==> src/rtl/apb_requester.sv <==
// APB requester: accepts one command at a time, runs it through SETUP/ACCESS,
// and returns a one-cycle registered response with error and optional timeout.
module apb_requester #(
  parameter int ADDR_WIDTH = 32,
  parameter int DATA_WIDTH = 32,
  parameter int STRB_WIDTH = DATA_WIDTH / 8,
  parameter int TIMEOUT    = 16
) (
  input  logic                  pclk,
  input  logic                  preset,
  input  logic                  cmd_valid,
  output logic                  cmd_ready,
  input  logic                  cmd_write,
  input  logic [ADDR_WIDTH-1:0] cmd_addr,
  input  logic [DATA_WIDTH-1:0] cmd_wdata,
  input  logic [STRB_WIDTH-1:0] cmd_strb,
  input  logic [2:0]            cmd_prot,
  output logic                  rsp_valid,
  output logic [DATA_WIDTH-1:0] rsp_rdata,
  output logic                  rsp_err,
  output logic                  rsp_timeout,
  output logic                  psel,
  output logic                  penable,
  output logic                  pwrite,
  output logic [ADDR_WIDTH-1:0] paddr,
  output logic [DATA_WIDTH-1:0] pwdata,
  output logic [STRB_WIDTH-1:0] pstrb,
  output logic [2:0]            pprot,
  input  logic [DATA_WIDTH-1:0] prdata,
  input  logic                  pready,
  input  logic                  pslverr
);

  localparam int CNT_W = (TIMEOUT > 0) ? $clog2(TIMEOUT + 1) : 1;
  localparam logic [CNT_W-1:0] CNT_LAST = CNT_W'((TIMEOUT > 0) ? TIMEOUT - 1 : 0);
  localparam logic [ADDR_WIDTH-1:0] ALIGN_MASK = ADDR_WIDTH'(STRB_WIDTH - 1);

  typedef enum logic [1:0] {IDLE, SETUP, ACCESS} state_t;

  state_t           state;
  logic [CNT_W-1:0] cnt;
  logic             err_pend;
  logic             accept;
  logic             aligned;
  logic             load;

  // A misaligned command taken on a completing ACCESS leaves its error response
  // pending for one cycle; intake pauses until it has been issued.
  assign cmd_ready = (state == IDLE) ? !err_pend : ((state == ACCESS) && pready);
  assign accept    = cmd_valid && cmd_ready;
  assign aligned   = (cmd_addr & ALIGN_MASK) == '0;
  assign load      = accept && aligned;

  always_ff @(posedge pclk or posedge preset) begin
    if (preset) begin
      pwrite <= 1'b0;
      paddr  <= '0;
      pwdata <= '0;
      pstrb  <= '0;
      pprot  <= '0;
    end else if (load) begin
      pwrite <= cmd_write;
      paddr  <= cmd_addr;
      pwdata <= cmd_wdata;
      pstrb  <= cmd_write ? cmd_strb : '0;
      pprot  <= cmd_prot;
    end
  end

  always_ff @(posedge pclk or posedge preset) begin
    if (preset) begin
      state       <= IDLE;
      psel        <= 1'b0;
      penable     <= 1'b0;
      cnt         <= '0;
      err_pend    <= 1'b0;
      rsp_valid   <= 1'b0;
      rsp_err     <= 1'b0;
      rsp_timeout <= 1'b0;
      rsp_rdata   <= '0;
    end else begin
      rsp_valid <= 1'b0;
      case (state)
        IDLE: begin
          psel    <= 1'b0;
          penable <= 1'b0;
          if (err_pend || (accept && !aligned)) begin
            err_pend    <= 1'b0;
            rsp_valid   <= 1'b1;
            rsp_err     <= 1'b1;
            rsp_timeout <= 1'b0;
            rsp_rdata   <= '0;
          end else if (load) begin
            psel  <= 1'b1;
            state <= SETUP;
          end
        end
        SETUP: begin
          penable <= 1'b1;
          cnt     <= '0;
          state   <= ACCESS;
        end
        ACCESS: begin
          if (pready) begin
            rsp_valid   <= 1'b1;
            rsp_err     <= pslverr;
            rsp_timeout <= 1'b0;
            if (!pwrite) rsp_rdata <= prdata;
            penable <= 1'b0;
            if (load) begin
              state <= SETUP;
            end else begin
              psel     <= 1'b0;
              state    <= IDLE;
              err_pend <= accept;
            end
          end else if ((TIMEOUT != 0) && (cnt == CNT_LAST)) begin
            psel        <= 1'b0;
            penable     <= 1'b0;
            rsp_valid   <= 1'b1;
            rsp_err     <= 1'b1;
            rsp_timeout <= 1'b1;
            state       <= IDLE;
          end else if (cnt != '1) begin
            cnt <= cnt + 1'b1;
          end
        end
        default: state <= IDLE;
      endcase
    end
  end

endmodule

==> config.mk <==
export PLATFORM = sky130hd
export DESIGN_NAME = apb_requester
export DESIGN_NICKNAME = d
export VERILOG_FILES = /design/src/rtl/apb_requester.sv
export SDC_FILE = /design/constraint.sdc
export NUM_CORES = 1
export LEC_CHECK = 0
export CAP_MARGIN = 20
export CORE_ASPECT_RATIO = 0.8
export CORE_UTILIZATION = 30
export DETAILED_ROUTE_END_ITERATION = 7
export SYNTH_ARGS = -nofsm -noshare
export SYNTH_HDL_FRONTEND = slang
export SYNTH_SLANG_ARGS = --single-unit
==> constraint.sdc <==
create_clock -name pclk -period 6.1 [get_ports pclk]
set_clock_uncertainty 0.2 [all_clocks]
set_input_delay 1.525 -clock pclk [delete_from_list [all_inputs] [get_ports pclk]]
set_output_delay 1.525 -clock pclk [all_outputs]
set_load 0.01 [all_outputs]
==> impl_metrics.tcl <==
set metrics [dict create \
    outcome "finished clean" \
    fin_hold_ws_ns 0.280 \
    period_minus_slack_ns 4.84 \
    track_usage 0.158 \
    num-fill-cells 1474 \
    final-setup-viol-count 0 \
    drt_iter0_drc 199 \
    critPathArrivalTime_ns 3.11 \
    vias_per_cell 4.78 \
    cts_max_path_buffers 2 \
    ys_seq_area_frac 0.570 \
    cts-root-buf "clkbuf_16" \
    crit_type "primary input to output pin" \
    synthXorXnorAreaFrac 0.00171 \
    synthTopCellsByArea "dfrtp_1 (57%), mux2_2 (10%), a221o_1 (6.2%)" \
    layout_common_cells "clkdlybuf4s50_1 (218), dfrtp_1 (117), mux2_2 (47), and2_1 (34)" \
    synthMuxAreaShare 0.163 \
    grt_max_degree 78 \
    placed_area_um2 7510 \
    met2_usage 0.240 \
    first_global_vias 4000 \
    h-tree-depth 4 \
    use_met3 0.0686 \
    coreArea_um2 16700 \
    syn_nets 497 \
    ctsResizeCount 0 \
    power.density_nw_per_um2 366 \
    cts_setup_buffers 0 \
    nets 712 \
    switching_share 0.276 \
    clk_pin_slew_ns 0.05 \
    cts.sinks 117 \
    dr.pass1.iters 4 \
    fin_crit_sh 0.793 \
    drv_slew 0 \
    io_buffers 218 \
    syn_inst 385 \
    ys_warn_count 0 \
    cp.required_ns 4.38 \
    cts_hold_buf 0 \
    ios 219 \
    synth_simple_gate_area_frac 0.0765 \
    antenna_left 0 \
    cp_max_fo 9 \
    setup.worst_path.end_class "output pin" \
    cts_tree "yes" \
    use_met1 0.206 \
    synthAdderAreaFrac 0.00731 \
    wl_um 13400 \
    antennaDiodeCount 0 \
    cts_buffers 17 \
    combPwrFrac 0.304 \
    p_int_mw 2.14 \
    top_usage_layer "met2" \
    synth_top_area_share 0.570 \
    start_util 0.308 \
    clock.fmax_ghz 0.207 \
    tightest_slew_ns 1.06 \
    route.detailed.drc 0 \
    leakage_nw 3.51 \
    drive_gt1_frac 0.180 \
    synth_seq_cells 117 \
    die_w_um 148 \
    final_area_um2 8090 \
    die_height_um 119 \
    hp-class "flop to flop" \
    power_frac_seq 0.371 \
    clkLatencyLatePin_ns 0.41 \
    synth_top_family_by_area "multiplexers" \
    hpwl_um 9290 \
    synth.distinct_cells 34 \
    gp_congestion 0.772 \
    grt_pass1_wl_um 21600 \
    synth-compound-area-share 0.147 \
    die-area_um2 17600 \
    syn2layout_area_growth_pct 57.5 \
    cap_viol_max_count 0 \
    p_clk_frac 0.325 \
    p_switching_mw 0.815 \
    pre_cts_slack_ns 1.26 \
    start_kind "primary input" \
    antenna_found_initial 0 \
    relSlewSlack 0.295 \
    avgRoutedWirePerCell_um 16.2 \
    yosys.area.top_type "dfrtp_1" \
    vias 3980 \
    rsz0062_at_grt "no" \
    syn_area_um2 5130 \
    avgSynthCellArea_um2 13.3 \
    timing.final.ws_setup_ns 1.26 \
    final_common_cell "clkdlybuf4s50_1" \
    grt-ovfl-total 0 \
    setup-tns-final_ns 0 \
    ir_worst_vdd_mv 0.169 \
    rows 42 \
    hold_viol 0 \
]
-- sequential cells by signal, summed over array words and instances (netlist names), 2 cells and up --
name and cells:
paddr 32, pwdata 32, state 2, cnt 5, pprot 3, rsp_rdata 32, pstrb 4
-- final timing paths --
check,startpoint,endpoint,slack [ns],depth (start not counted)
worst max register to register,state[1]$_DFFE_PP0P_,pwdata[11]$_DFFE_PP0P_,3.08,4
worst min-delay path,pstrb[1]$_DFFE_PP0P_,pstrb[1]$_DFFE_PP0P_,0.28,2
worst min register to register,pstrb[1]$_DFFE_PP0P_,pstrb[1]$_DFFE_PP0P_,0.28,2
max in group asynchronous,preset,paddr[12]$_DFFE_PP0P_,3.36,3
min in group asynchronous,preset,pwdata[18]$_DFFE_PP0P_,1.30,2
worst max-delay path,pready,cmd_ready,1.26,4
-- cell type report --
type / instances / area (um^2) / area share
well taps: 220 / 275 / 0.0340
multi-input cells: 232 / 2050 / 0.253
clock buffers: 18 / 439 / 0.0543
flip-flops and latches: 117 / 2930 / 0.362
repair buffers: 225 / 2230 / 0.276
clock inverters: 13 / 134 / 0.0166
inverters: 7 / 28.8 / 0.00356
-- metal layers --
| layer | share of wire | wire [um] | vias to the layer above |
|---|---|---|---|
| li1 | - | - | 1851 |
| met1 | 0.44 | 5870 | 1979 |
| met2 | 0.47 | 6330 | 143 |
| met3 | 0.086 | 1160 | 7 |
| met4 | 0.0054 | 72 | 0 |
| met5 | 0 | 0 | - |
-- cell usage after synthesis --
master,n
o21ai_0,9
mux2i_1,2
xnor2_1,1
o211ai_1,1
a211oi_1,3
a21o_1,2
nand2_1,16
buf_1,2
or4b_2,1
and3_1,1
buf_2,7
nand3_1,1
nor3_1,4
or4b_4,1
inv_1,7
nor3b_1,1
or4b_1,1
ha_1,3
mux2_4,19
buf_6,4
nor2_1,6
a221o_1,32
nand2b_1,3
a221oi_1,1
or2_1,1
dfrtp_1,117
a21boi_0,1
clkbuf_1,16
o22ai_1,1
o2bb2ai_1,1
a22o_1,32
mux2_2,47
a21oi_1,7
and2_1,34
-- power groups by stage --
| stage | Clock [mW] | Sequential [mW] | Combinational, mW |
|---|---|---|---|
| 5_1_grt | 1.03 | 1.12 | 0.963 |
| 2_1_floorplan | 0 | 1.17 | 0.319 |
| 3_5_place_dp | 0 | 1.11 | 0.906 |
| 6_report | 0.962 | 1.10 | 0.900 |
| 3_3_place_gp | 0 | 1.10 | 0.898 |
| 4_1_cts | 0.994 | 1.10 | 0.912 |
-- per-stage QoR --
stage	power, mW	std cells	utilization
3_3_place_gp	1.99	801	0.451
2_1_floorplan	1.49	385	-
3_5_place_dp	2.01	801	0.451
5_1_grt	3.12	832	0.485
4_1_cts	3.00	832	0.485
6_report	2.96	832	0.485
-- cell families (layout without fill, tap and decap cells) --
group | Yosys count | in the layout
flops | 117 | 117
mux | 68 | 68
fa+ha+maj | 3 | 3
simple gates | 70 | 70
buf+inv | 36 | 263
compound gates | 90 | 90
xor+xnor | 1 | 1
-- worst max-delay path, cell delays in order --
cell and delay (ns):
clkdlybuf4s50_1 0.63, nand2_1 0.17, a21oi_1 0.22, clkdlybuf4s50_1 0.57
No activity file was read; power rests on OpenSTA's default activity.
